File: src/rtl/ascon_bdi_pack_pkg.sv
// Shared configuration for the Ascon input formatter: bdi data types and core word width.
package ascon_bdi_pack_pkg;

  typedef enum logic [2:0] {
    D_NULL  = 3'd0,
    D_NONCE = 3'd1,
    D_AD    = 3'd2,
    D_MSG   = 3'd3,
    D_TAG   = 3'd4,
    D_HASH  = 3'd5
  } data_type_e;

  localparam int CCW_CFG = 32;

endpackage

File: src/rtl/ascon_bdi_pack_word_reg.sv
// Valid/ready holding register for one packed bdi word; contents read as zero when empty.
module ascon_word_reg
  import ascon_bdi_pack_pkg::*;
#(
  parameter int W = 8
) (
  input  logic         clk,
  input  logic         rst,
  input  logic         in_valid_i,
  input  logic [W-1:0] in_data_i,
  output logic         in_ready_o,
  output logic         out_valid_o,
  output logic [W-1:0] out_data_o,
  input  logic         out_ready_i
);

  logic         valid_q, valid_d;
  logic [W-1:0] data_q, data_d;

  assign in_ready_o  = !valid_q || out_ready_i;
  assign out_valid_o = valid_q;
  assign out_data_o  = data_q;

  // A load in the same cycle as an accept wins, so the register can stream back-to-back.
  always_comb begin
    valid_d = valid_q;
    data_d  = data_q;
    if (in_valid_i && in_ready_o) begin
      valid_d = 1'b1;
      data_d  = in_data_i;
    end else if (valid_q && out_ready_i) begin
      valid_d = 1'b0;
      data_d  = '0;
    end
  end

  always_ff @(posedge clk) begin
    if (rst) begin
      valid_q <= 1'b0;
      data_q  <= '0;
    end else begin
      valid_q <= valid_d;
      data_q  <= data_d;
    end
  end

endmodule

File: src/rtl/ascon_bdi_pack.sv
// Packs a typed byte stream into CCW-bit bdi words for ascon_core.
// Define ASCON_PACK_SKID_EN for a second word register that lets filling continue while a word waits.
module ascon_bdi_pack
  import ascon_bdi_pack_pkg::*;
#(
  parameter int CCW = CCW_CFG
) (
  input  logic                          clk,
  input  logic                          rst,
  input  logic [7:0]                    s_data,
  input  logic                          s_valid,
  output logic                          s_ready,
  input  logic [$bits(data_type_e)-1:0] s_type,
  input  logic                          s_last,
  input  logic                          s_eoi,
  output logic [CCW-1:0]                bdi,
  output logic [CCW/8-1:0]              bdi_valid,
  input  logic                          bdi_ready,
  output logic [$bits(data_type_e)-1:0] bdi_type,
  output logic                          bdi_eot,
  output logic                          bdi_eoi,
  output logic                          err
);

  localparam int NB = CCW / 8;
  localparam int CW = (NB > 1) ? $clog2(NB) : 1;
  localparam logic [CW-1:0] LAST_LANE = CW'(NB - 1);

  typedef struct packed {
    logic [CCW-1:0] data;
    logic [NB-1:0]  mask;
    data_type_e     dtype;
    logic           eot;
    logic           eoi;
  } word_t;

  localparam int WW = $bits(word_t);

  logic [CCW-1:0] data_q, data_d;
  logic [NB-1:0]  mask_q, mask_d;
  data_type_e     type_q, type_d;
  logic [CW-1:0]  cnt_q, cnt_d;
  logic           err_q, err_d;

  logic  s_fire, last_eff, complete;
  word_t word_new, out_w;
  logic  out_in_valid, out_in_ready, out_valid;
  word_t out_in_data;

  assign s_fire   = s_valid && s_ready;
  // A stray eoi still closes the segment so the core never waits on a missing eot.
  assign last_eff = s_last || s_eoi;
  assign complete = s_fire && (cnt_q == LAST_LANE || last_eff);

  always_comb begin
    word_new.data  = data_q | (CCW'(s_data) << {cnt_q, 3'b000});
    word_new.mask  = mask_q | (NB'(1'b1) << cnt_q);
    word_new.dtype = (cnt_q == '0) ? data_type_e'(s_type) : type_q;
    word_new.eot   = last_eff;
    word_new.eoi   = s_eoi;
  end

  always_comb begin
    data_d = data_q;
    mask_d = mask_q;
    type_d = type_q;
    cnt_d  = cnt_q;
    err_d  = err_q;
    if (s_fire) begin
      if ((cnt_q != '0 && s_type != type_q) || (s_eoi && !s_last))
        err_d = 1'b1;
      if (complete) begin
        data_d = '0;
        mask_d = '0;
        type_d = D_NULL;
        cnt_d  = '0;
      end else begin
        data_d = word_new.data;
        mask_d = word_new.mask;
        type_d = word_new.dtype;
        cnt_d  = cnt_q + 1'b1;
      end
    end
  end

  always_ff @(posedge clk) begin
    if (rst) begin
      data_q <= '0;
      mask_q <= '0;
      type_q <= D_NULL;
      cnt_q  <= '0;
      err_q  <= 1'b0;
    end else begin
      data_q <= data_d;
      mask_q <= mask_d;
      type_q <= type_d;
      cnt_q  <= cnt_d;
      err_q  <= err_d;
    end
  end

`ifdef ASCON_PACK_SKID_EN
  logic  hold_valid, hold_in_ready;
  word_t hold_data;

  // A waiting word always leaves before a freshly completed one.
  assign out_in_valid = hold_valid || complete;
  assign out_in_data  = hold_valid ? hold_data : word_new;
  assign s_ready      = hold_in_ready;

  ascon_word_reg #(.W(WW)) u_hold_reg (
    .clk         (clk),
    .rst         (rst),
    .in_valid_i  (complete && (hold_valid || !out_in_ready)),
    .in_data_i   (word_new),
    .in_ready_o  (hold_in_ready),
    .out_valid_o (hold_valid),
    .out_data_o  (hold_data),
    .out_ready_i (out_in_ready)
  );
`else
  localparam logic FILL = 1'b0;
  localparam logic OUT  = 1'b1;

  logic state;

  assign state        = out_valid ? OUT : FILL;
  assign out_in_valid = complete;
  assign out_in_data  = word_new;
  assign s_ready      = out_in_ready && (state == FILL);
`endif

  ascon_word_reg #(.W(WW)) u_out_reg (
    .clk         (clk),
    .rst         (rst),
    .in_valid_i  (out_in_valid),
    .in_data_i   (out_in_data),
    .in_ready_o  (out_in_ready),
    .out_valid_o (out_valid),
    .out_data_o  (out_w),
    .out_ready_i (bdi_ready)
  );

  assign bdi       = out_w.data;
  assign bdi_valid = out_valid ? out_w.mask : '0;
  assign bdi_type  = out_w.dtype;
  assign bdi_eot   = out_w.eot;
  assign bdi_eoi   = out_w.eoi;
  assign err       = err_q;

endmodule

File: config.mk
export PLATFORM = sky130hd
export DESIGN_NAME = ascon_bdi_pack
export DESIGN_NICKNAME = d
export VERILOG_FILES = /design/src/rtl/ascon_bdi_pack_pkg.sv /design/src/rtl/ascon_bdi_pack_word_reg.sv /design/src/rtl/ascon_bdi_pack.sv
export SDC_FILE = /design/constraint.sdc
export NUM_CORES = 1
export LEC_CHECK = 0
export ABC_AREA = 0
export CAP_MARGIN = 5
export CORE_AREA = 8 8 92 135
export CTS_CLUSTER_DIAMETER = 120
export DETAILED_ROUTE_END_ITERATION = 7
export DIE_AREA = 0 0 100 143
export PLACE_DENSITY_LB_ADDON = 0.05
export SLEW_MARGIN = 25
export SYNTH_ARGS = -nofsm -noshare
export SYNTH_HDL_FRONTEND = slang
export SYNTH_SLANG_ARGS = --single-unit
export TNS_END_PERCENT = 100
File: constraint.sdc
create_clock -name clk -period 1.9 [get_ports clk]
set_input_delay 0.19 -clock clk [delete_from_list [all_inputs] [get_ports clk]]
set_output_delay 0.19 -clock clk [all_outputs]
set_load 0.005 [all_outputs]
# After elaboration in Yosys (flattened, before gate mapping)
# Cells that the tools add are included.
# word_totals
register_bits	84
latchBits	0
ram_bits	0
rom_bits	0
in_bits	17
out_inout_bits	43
n_memories	0
# classes
n_addsub	1
mul	0
n_div	0
order_cmp	0
eq_ne	2
shifts	2
muxes	11
bitwise_logic	3
n_reduce_logical	17
# op_table
op	n
$mux W41	2
$mux W32	1
$or A32 B32 Y32	1
$shl A8 B5 Y32	1
$mux W4	2
$logic_and A1 B1 Y1	7
$mux W3	2
$logic_or A1 B1 Y1	4
$or A4 B4 Y4	1
$reduce_bool A2 Y1	2
$shl A1 B2 Y4 const A	1
$mux W1	3
$ne A3 B3 Y1	1
$add A2 B1 Y2 const B	1
$eq A2 B2 Y1 const B	1
$logic_not A1 Y1	2
$logic_not A2 Y1	1
$mux W2	1
$reduce_and A2 Y1	1
$not A1 Y1	1

# Longest topological paths before layout
# Gate-level depths: netlist (run 1).
# logic_depth
word_depth	7
ltp_mapped	7
mapped_depth_nobuf	5

# Modules after synthesis
# From an unflattened synthesis (run 1), not the netlist that was laid out.
# hier_totals
hier_cells	456
area_unflattened_um2	4533.1
# modules_own_cells
mod	n_inst	cells_per_inst	area_per_inst_um2
ascon_word_reg	1	237	2558.7
ascon_bdi_pack	1	219	1974.4

# Least setup slack after synthesis (run 1)
# OpenSTA, ideal clock, no wires.
# synth_path
path_kind	reg-to-reg
startpoint	register cnt_q[0]
endpoint	register type_q[1]
setup_ns	0.132
arrival_ns	1.627
required_time_ns	1.768
slack_ns	0.141
stages_incl_launch_ff	8
synth_period_minus_slack_ns	1.759
path_cell_list	dfxtp_1 > buf_2 > buf_1 > inv_1 > ha_1 > mux2_2 > nand3_1 > a21oi_1
# synth_via
elab_chain_len	4
# synth_rtl
element	line_no	text
start: declaration	ascon_bdi_pack.sv:42	logic [CW-1:0] cnt_q, cnt_d;
start signal: assignment	ascon_bdi_pack.sv:97	cnt_q <= cnt_d;
$eq A2 B2 Y1	ascon_bdi_pack.sv:53	assign complete = s_fire && (cnt_q == LAST_LANE || last_eff);
$logic_or A1 B1 Y1	ascon_bdi_pack.sv:53	
$logic_and A1 B1 Y1	ascon_bdi_pack.sv:53	
$mux W3 *	ascon_bdi_pack.sv:72	if (complete) begin
end signal: assignment	ascon_bdi_pack.sv:96	type_q <= type_d;
end: declaration	ascon_bdi_pack.sv:41	data_type_e type_q, type_d;
# Every way passes the cells marked *; elsewhere a longest branch is shown, timed or not.
# A chain may end at the register's enable or synchronous reset.

# Worst setup path in the final report (run 1)
# layout_path
startpoint	register u_out_reg.valid_q (netlist: u_out_reg.out_valid_o)
endpoint	output port bdi_valid[3]
# layout_via
elab_chain_len	1
# layout_rtl
element	line_no	text
start: declaration	ascon_bdi_pack_word_reg.sv:17	logic valid_q, valid_d;
start signal: assignment	ascon_bdi_pack_word_reg.sv:42	valid_q <= valid_d;
$mux W4	ascon_bdi_pack.sv:145	assign bdi_valid = out_valid ? out_w.mask : '0;
end: declaration	ascon_bdi_pack.sv:17	output logic [CCW/8-1:0] bdi_valid,
# No other way between the ends.

==> impl_metrics.csv, run 1 <==
group,metric,value,unit
run_status,outcome,"complete, no violations",
place,placed_cells,591,
clock_network,numCtsBuffers,9,
synthesis,syn_area,3870,sq um
floorplan,rows,46,
synthesis,postSynthCellCount,439,
synthesis,synth_edf_count,0,
power_and_ir_drop,p_per_area,829,nW/um^2
floorplan,core-area,10500,sq um
synthesis,ys_async_sr_fraction,0,%
floorplan,start_util,37.0,%
critical_path,critical_path_peak_fanout,9,
sta,fin_hold_ws,0.440,ns
power_and_ir_drop,net-switching-power,0.961,mW
final_layout,fin_area,4690,sq um
sta,rsz0062_at_grt,"false",
final_layout,area_delta_synth_final,21.0,%
grt,grt_util_all_layers,15.2,%
sta,fin_tns_setup,0,ns
synthesis,synth.area.mux_share,0.872,%
sta,slew_violations,0,
synthesis,synth.distinct_cells,31,
synthesis,synth_top_family_by_area,"compound AO/OA/AOI/OAI gates",
detailed_routing,drc,0,
clock_network,postCtsHoldBufs,0,
synthesis,synthSimpleGateAreaFrac,15.8,%
floorplan,dieArea,14300,sq um
grt,grt_pass1_vias,3204,
critical_path,reg2reg_depth,5,
clock_network,cts_setup_buffers,0,
clock_network,cts_tree,"yes",
synthesis,synth_area_leader_cell,"dfxtp_1",
critical_path,crit_path_end_kind,"output pin",
power_and_ir_drop,power_frac_comb,12.4,%
detailed_routing,dr.pass1.iters,4,
floorplan,dieHeight,143,um
sta,fmax,0.589,GHz
place,io_buffers,59,
sta,layout_min_cycle_time,1.70,ns
clock_network,clk_latency,0.33,ns
worst_hold_path,hp-start,"mask_q[3]",
detailed_routing,wire_per_inst,17.2,um
detailed_routing,dr_total_vias,3194,
sta,finalHoldViolCount,0,
final_layout,final_net_count,479,
power_and_ir_drop,pwr-share-seq,47.4,%
place,dp_hpwl,6980,um
detailed_routing,via_per_inst,5.28,
synthesis,synth.net_count,460,
clock_network,cts_root_buffer,"clkbuf_16",
floorplan,die_w,100,um
synthesis,avgSynthCellArea,8.82,sq um
place,place_congestion,0.794,
critical_path,regToRegSetupSlack,0.29,ns
worst_hold_path,hold_depth,2,
critical_path,worst_setup_path_start_kind,"flip-flop",
flow_run,cap_violations,0,
synthesis,synthAdderAreaFrac,1.29,%
detailed_routing,drt_iter0_drc,184,
clock_network,cts_resized,0,
power_and_ir_drop,intPower,2.93,mW
synthesis,synth_top_area_share,43.4,%
synthesis,ys.flop_type,"dfxtp_1",
final_layout,diodes,0,
sta,worstMarginPinSlew,0.520,ns
synthesis,yosys_register_bits,84,
power_and_ir_drop,leakage,1.62,nW
final_layout,fillers,1084,
synthesis,ys_seq_area_share,43.4,%
power_and_ir_drop,pwr-share-clk,40.2,%
worst_hold_path,hold_path_class,"reg2reg",
synthesis,synth_xor_area_share,0.679,%
clock_network,htreeDepth,3,
critical_path,critPathRequiredTime,1.71,ns
floorplan,ios,60,
clock_network,cts_sinks,84,
sta,finalSetupViolCount,0,
synthesis,ys_warn_count,0,
detailed_routing,postRouteAntennaNets,0,
place,dpl_cell_area,4430,sq um
worst_hold_path,worstHoldEndpoint,"mask_q[3]",
synthesis,synth_area_leaders,"dfxtp_1 (43%), o211ai_1 (12%), a21oi_1 (10%)",
sta,finalCritPeriodShare,89.4,%
clock_network,clockBufferDepth,2,
critical_path,critPathKind,"reg2out",
final_layout,final_cells,605,
grt,grt_pass1_wl,17100,um
power_and_ir_drop,max-vdd-ir-drop,0.469,mV
detailed_routing,wl,10400,um
critical_path,r2r-end,"cnt_q[0]",
synthesis,synth_compound_gate_area_share,24.8,%
sta,relSlewSlack,65.2,%
grt,grt_antenna_before_repair,0,
power_and_ir_drop,switching_share,24.7,%
clock_network,clkSlewWorstSetupHoldPaths,0.06,ns
critical_path,arrival,1.51,ns
grt,overflow,0,
critical_path,timing.rr.start,"cnt_q[0]",
final_layout,drive_gt1_share,10.2,%
sta,finClkSkew,0.00382,ns
grt,grt_max_degree,42,
worst max path at each step:
stage | from | end | slack (ns)
finish | u_out_reg.out_valid_o | bdi_valid[3] | 0.20
global route | u_out_reg.out_valid_o | bdi_valid[3] | 0.12
CTS | u_out_reg.out_valid_o | bdi_valid[3] | 0.16
detailed placement | s_last | cnt_q[0] | 0.16
global placement | s_valid | u_out_reg.out_data_o[8] | 0.17
floorplan | cnt_q[0] | type_q[1] | 0.14
power by group through the flow:
stage	registers (mW)	logic (mW)	clock network [mW]
floorplan	1.87	0.293	0
global placement	1.88	0.487	0
detailed placement	1.88	0.486	0
CTS	1.84	0.489	1.62
global route	1.85	0.527	1.69
finish	1.84	0.481	1.56
cell type report:
class | count | area [sq um] | area share (%)
Clock inverter | 3 | 15.0 | 0.320
Inverter | 6 | 22.5 | 0.481
Multi-Input combinational cell | 272 | 1700 | 36.2
Clock buffer | 11 | 243 | 5.18
Tap cell | 144 | 180 | 3.85
Sequential cell | 84 | 1680 | 35.9
Timing Repair Buffer | 85 | 848 | 18.1
cell families after synthesis:
| kind of cell | count (synthesis) |
|---|---|
| xor gates and xnor gates | 3 |
| muxes | 3 |
| DFF | 84 |
| adders and majority gates | 4 |
| AOI/OAI and AO/OA | 156 |
| buffers and inverters | 83 |
| and+or+nand+nor | 106 |
cell usage after synthesis, types with 5 or more instances:
cell type,count
buf_4,39
buf_2,15
or3_1,9
nand2_1,13
a31oi_1,8
a21oi_1,79
inv_1,6
clkbuf_1,15
nand3_1,7
nor2_1,37
a211oi_1,5
and3b_1,16
dfxtp_1,84
o211ai_1,61
nor3b_1,8
per-layer routing:
metal	global-route usage, %	vias up	part of all wire [%]
li1	-	1584	-
met1	17.5	1531	43
met2	25.9	62	51
met3	2.34	17	3.6
met4	8.56	0	2.4
met5	0	-	0
registers in the layout, summed over array words and instances (netlist names):
signal                 cells
cnt_q                      2
type_q                     3
u_out_reg.out_data_o      41
u_out_reg.out_valid_o      1
err                        1
mask_q                     4
data_q                    32
per-stage QoR:
step	setup WS (ns)	power (mW)	util [%]
after detailed placement	0.165	2.37	42.3
after global routing	0.121	4.06	44.7
final	0.202	3.89	44.7
after floorplan	0.141	2.17	-
after global placement	0.173	2.37	42.3
after CTS	0.156	3.95	44.7
placed cells by master (no fill, tap or decap), types with 7 or more instances in the layout:
cell / n
nor3b_1: 8
and3b_1: 16
buf_4: 21
nor2_1: 37
nand2_1: 13
o211ai_1: 61
dfxtp_1: 84
a21oi_1: 79
nand3_1: 7
clkbuf_16: 9
or3_1: 9
a31oi_1: 8
clkdlybuf4s50_1: 59
critical path: stages (launching register included):
cell             delay [ns]
dfxtp_1                0.48
and2_1                 0.19
clkdlybuf4s50_1        0.50
(Power assumes the default switching activity.)
==> run 2: changes to the inputs <==
--- a/config.mk
+++ b/config.mk
@@ -12,6 +12,7 @@
 export DETAILED_ROUTE_END_ITERATION = 7
 export DIE_AREA = 0 0 100 143
 export PLACE_DENSITY_LB_ADDON = 0.05
+export SKIP_LAST_GASP = 1
 export SLEW_MARGIN = 25
 export SYNTH_ARGS = -nofsm -noshare
 export SYNTH_HDL_FRONTEND = slang
==> results of run 2 <==
No change in the layout: final DEF, timing and power equal those of run 1.
==> RTL edit 1, RTL diff (flow settings as in run 1) <==
Change the package constant `CCW_CFG` from 32 to 64.
--- a/src/rtl/ascon_bdi_pack_pkg.sv
+++ b/src/rtl/ascon_bdi_pack_pkg.sv
@@ -12,3 +12,3 @@
 
-  localparam int CCW_CFG = 32;
+  localparam int CCW_CFG = 64;
 
Ports: changed (resized bdi and bdi_valid); port bits go from 60 to 96. The function was not compared with the original's and may differ.
==> RTL edit 1 against run 1 <==
- synthesized area is 77% higher
- register-to-register slack worse by 0.26 ns
- wire length is 73% higher
- setup slack got worse by 0.17 ns
- sequential cell count grew 73
- global-route usage rose by 9.6 points
- final cell count rose by 56%
- total power increased by 100%
- design area increased by 77%
- critical path type is now reg2reg
- highest routed layer unchanged
==> RTL edit 1: results (changes against run 1) <==
metric	value	unit	change
status	complete, no violations		
cts-buffers-inserted	17		+8
synthMuxAreaShare	4.40	%	+3.5 points
grt_pass1_vias	5638		+76%
place_area	0.00754	sq mm	+70%
ys_seq_area_share	45.9	%	+2.4 points
io_buffers	95		+61%
drt-initial-drc-count	412		+120%
ir_drop	745	uV	+59%
grt_max_degree	85		+100%
met2_usage	44.0	%	+18 points
nNetsFinal	811		+69%
grt_use_met1	27.3	%	+9.7 points
globalplace.congestion	0.815		+2.6%
synth_area_leaders	dfxtp_1 (46%), buf_4 (7.7%), a31oi_1 (6.2%)		
grt_pass1_wl	28100	um	+65%
dp_hpwl	11000	um	+57%
n_fill_cell	707		-35%
drive_above_1_share	18.5	%	+8.3 points
synth_xor_area_share	0.383	%	-0.30 points
synth.distinct_cells	32		+3.2%
largest_register_ffs	77		+88%
synth_compound_area_share	15.8	%	-9.1 points
dr_total_vias	5768		+81%
grtUsageTotal	24.8	%	+9.6 points
htree_levels	4		+1
leakage	2.90	nW	+78%
finalWirelength	18000	um	+73%
insertion_delay	0.42	ns	+0.09 ns
synth_adder_area_share	1.10	%	-0.20 points
path_max_fanout	22		+13
ys_top_cells_by_count	dfxtp_1 (157), nor2_1 (111), buf_4 (70)		
dr.pass1.iters	8		+4
hp-class	in2reg		
wire_per_inst	19.1	um	+11%
dp_cells	909		+54%
use_met3	4.48	%	+2.1 points
syn-num-nets	795		+73%
skew	0.00886	ns	+0.00505 ns
tns	0	ns	unchanged
crit_arrival	2.22	ns	+0.71 ns
RTL edit 1: cell types whose count changed in the layout (fill, tap and decap cells not counted), moves of 25 or more:
cell,change
dfxtp_1,+71
clkdlybuf4s50_1,+35
nor2_1,+73
o211ai_1,-61
nor3_1,+45
a21oi_1,-25
a211oi_1,+25
nor3_2,+28
a31oi_1,+60
RTL edit 1: cell type report:
cell class	count	area, sq um	share of cell area (%)
multi-input cells	470	2910	35.0
repair buffers	137	1440	17.3
inverters	5	18.8	0.226
clock inverters	11	166	2.00
flip-flops and latches	157	3150	37.8
clock buffers	20	457	5.49
well taps	144	180	2.17
RTL edit 1: critical path, stage by stage (launching register included):
cell	delay (ns)
dfxtp_2	0.33
ha_2	0.21
ha_4	0.17
nor3_4	0.18
nand2b_4	0.26
buf_4	0.16
nand2b_4	0.08
buf_12	0.18
nor3_2	0.21
RTL edit 1: path summary, 6_finish.rpt:
| path | from | depth (start not counted) | to | slack, ns |
|---|---|---|---|---|
| setup / recovery | cnt_q[0] | 8 | data_q[44] | 0.03 |
| hold / removal | rst | 3 | u_out_reg.out_data_o[0] | 0.30 |
| setup reg to reg | cnt_q[0] | 8 | data_q[44] | 0.03 |
| hold reg to reg | mask_q[7] | 2 | mask_q[7] | 0.44 |
RTL edit 1: power by group:
group          switching (mW)  internal, mW
Combinational           0.496         0.385
Clock                    1.32          2.25
Sequential             0.0477          3.38
RTL edit 1: cell families (layout without fill, tap and decap cells):
group,Yosys count,in the layout
XOR/XNOR,3,3
AND/OR/NAND/NOR,261,261
buffers and inverters,145,173
adder cells (fa/ha/maj),6,6
flip-flops,157,157
AO/OA/AOI/OAI,173,173
multiplexers,27,27
RTL edit 1: repair_timing:
item,in CTS,in global routing
resized for setup,2,11
setup endpoints to repair,25,31
cloned,1,2
setup buffers,0,1
pin swaps,0,3
hold buffers,0,0
RTL edit 1: layer usage:
metal / vias up / share of wire, %
li1: 2660 / -
met1: 2820 / 38
met2: 243 / 53
met3: 45 / 6.1
met4: 0 / 3.2
met5: - / 0
RTL edit 1: through the flow:
step                      power, mW  utilization (%)
final                          7.88             79.4
after CTS                      7.86             78.3
after detailed placement       4.31             72.0
after floorplan                4.04                -
after global routing           8.13             79.4
after global placement         4.29             72.0
==> RTL edit 2, RTL diff (settings of run 1) <==
Without the edit above. `data_q` no longer has a reset.
--- a/src/rtl/ascon_bdi_pack.sv
+++ b/src/rtl/ascon_bdi_pack.sv
@@ -87,3 +87,2 @@
     if (rst) begin
-      data_q <= '0;
       mask_q <= '0;
@@ -93,3 +92,2 @@
     end else begin
-      data_q <= data_d;
       mask_q <= mask_d;
@@ -99,2 +97,6 @@
     end
+  end
+
+  always_ff @(posedge clk) begin
+    data_q <= data_d;
   end
Behaviour: not the same (a bounded check fails within 4 cycles, from zero or initial values and one cycle with rst high).
==> RTL edit 2 against run 1 <==
- setup slack better by 0.071 ns
- wire length up 3.4%
- synthesized cell count decreased by 4.6%
- total power is 25% higher
- combinational power is 49% higher
- sequential power rose by 14%
- sequential cell count stayed put
- synthesized area is 9.1% higher
- design area increased by 7.6%
- highest routed layer unchanged
==> RTL edit 2: results (changes against run 1) <==
metric	value	unit	change
synthMuxAreaShare	1.75	%	+0.87 points
cp_slowest_stage_delay	0.39	ns	-0.11 ns
swShare	24.2	%	-0.50 points
dp_hpwl	6830	um	-2.1%
dp_cells	565		-4.4%
wire_per_inst	18.6	um	+7.6%
grt_pass1_wl	17600	um	+3.1%
drt-initial-drc-count	127		-31%
grt_pass1_vias	3227		+0.72%
ir_drop	511	uV	+8.9%
dr_total_vias	3091		-3.2%
hp-class	in2reg		
async_flop_share	0	%	unchanged
synth.distinct_cells	34		+9.7%
synth_cells	419		-4.6%
ys_top_cells_by_count	dfxtp_1 (52), nor2_1 (49), a21oi_1 (43), o211ai_1 (43), buf_4 (39)		
synth_compound_area_share	21.6	%	-3.3 points
synth_top_area_share	24.6	%	-19 points
status	complete, no violations		
grt_use_met1	18.7	%	+1.2 points
drive_above_1_share	15.8	%	+5.6 points
path_max_fanout	18		+9
ys_seq_area_share	47.4	%	+4.0 points
synth_area_leaders	dfxtp_1 (25%), edfxtp_1 (23%), o211ai_1 (7.6%)		
skew	0.0112	ns	+0.00736 ns
place_area	0.00470	sq mm	+6.2%
insertion_delay	0.35	ns	+0.02 ns
met2_usage	27.3	%	+1.4 points
worst_pin_slew	0.455	ns	-0.0659 ns
grtUsageTotal	16.2	%	+0.99 points
synth_xor_area_share	0.829	%	+0.15 points
use_met3	4.53	%	+2.2 points
grt_max_degree	53		+26%
synth-edff-count	32		+32
yosys_warnings	0		unchanged
cts-buffers-inserted	9		unchanged
globalplace.congestion	0.718		-9.6%
cpMaxStageDelayCell	or3_1		
crit_arrival	1.85	ns	+0.34 ns
preCtsSetupSlack	0.0745	ns	-0.0900 ns
synth_adder_area_share	1.18	%	-0.11 points
syn-num-nets	440		-4.3%
nNetsFinal	453		-5.4%
leakage	1.79	nW	+10%
layout.cells.non_filler	581		-4.0%
RTL edit 2: changes by cell type after synthesis, moves of 12 or more:
cell and change:
nor2_1 +12, a21oi_1 -36, o211ai_1 -18, dfxtp_1 -32, o211ai_2 +19, edfxtp_1 +32
RTL edit 2: cell families after synthesis:
group	Yosys count
compound gates	121
simple gates	120
flops	84
buf+inv	79
mux	7
xor+xnor	4
fa+ha+maj	4
RTL edit 2: worst max-delay path: cells and delay by family, from the launching register on:
kind | cells | cell delay (ns)
buf+inv | 1 | 0.25
flops | 1 | 0.35
simple gates | 1 | 0.39
fa+ha+maj | 1 | 0.28
compound gates | 2 | 0.23
RTL edit 2: final timing paths:
| path | from | to | slack, ns | cells after the start |
|---|---|---|---|---|
| max reg2reg | cnt_q[0] | u_out_reg.out_data_o[10] | 0.27 | 5 |
| max | cnt_q[0] | u_out_reg.out_data_o[10] | 0.27 | 5 |
| min reg2reg | u_out_reg.out_data_o[5] | u_out_reg.out_data_o[5] | 0.47 | 2 |
| min | rst | u_out_reg.out_data_o[31] | 0.32 | 3 |
RTL edit 2: area by class of cell:
cell class / count / area, sq um
well taps: 144 / 180
inverters: 6 / 25.0
repair buffers: 75 / 768
fillers: 1024 / 5430
flip-flops and latches: 84 / 2000
clock inverters: 5 / 100
multi-input cells: 256 / 1730
clock buffers: 11 / 243
RTL edit 2: stage by stage:
| step | hold slack [ns] | utilization [%] |
|---|---|---|
| after floorplan | 0.326 | - |
| after global placement | 0.459 | 44.9 |
| after detailed placement | 0.462 | 44.9 |
| after CTS | 0.313 | 48.1 |
| after global routing | 0.330 | 48.1 |
| final | 0.315 | 48.1 |
RTL edit 2: power groups by stage:
stage	clock, mW	sequential [mW]	combinational [mW]
CTS	2.08	2.10	0.730
global route	2.15	2.12	0.789
detailed placement	0	2.14	0.727
finish	2.04	2.10	0.716
global placement	0	2.14	0.718
floorplan	0	2.12	0.498
RTL edit 2: layer usage:
metal  vias to the layer above  wire length (um)
li1                       1511                 -
met1                      1504              4560
met2                        64              5490
met3                        12               526
met4                         0               200
met5                         -                 0
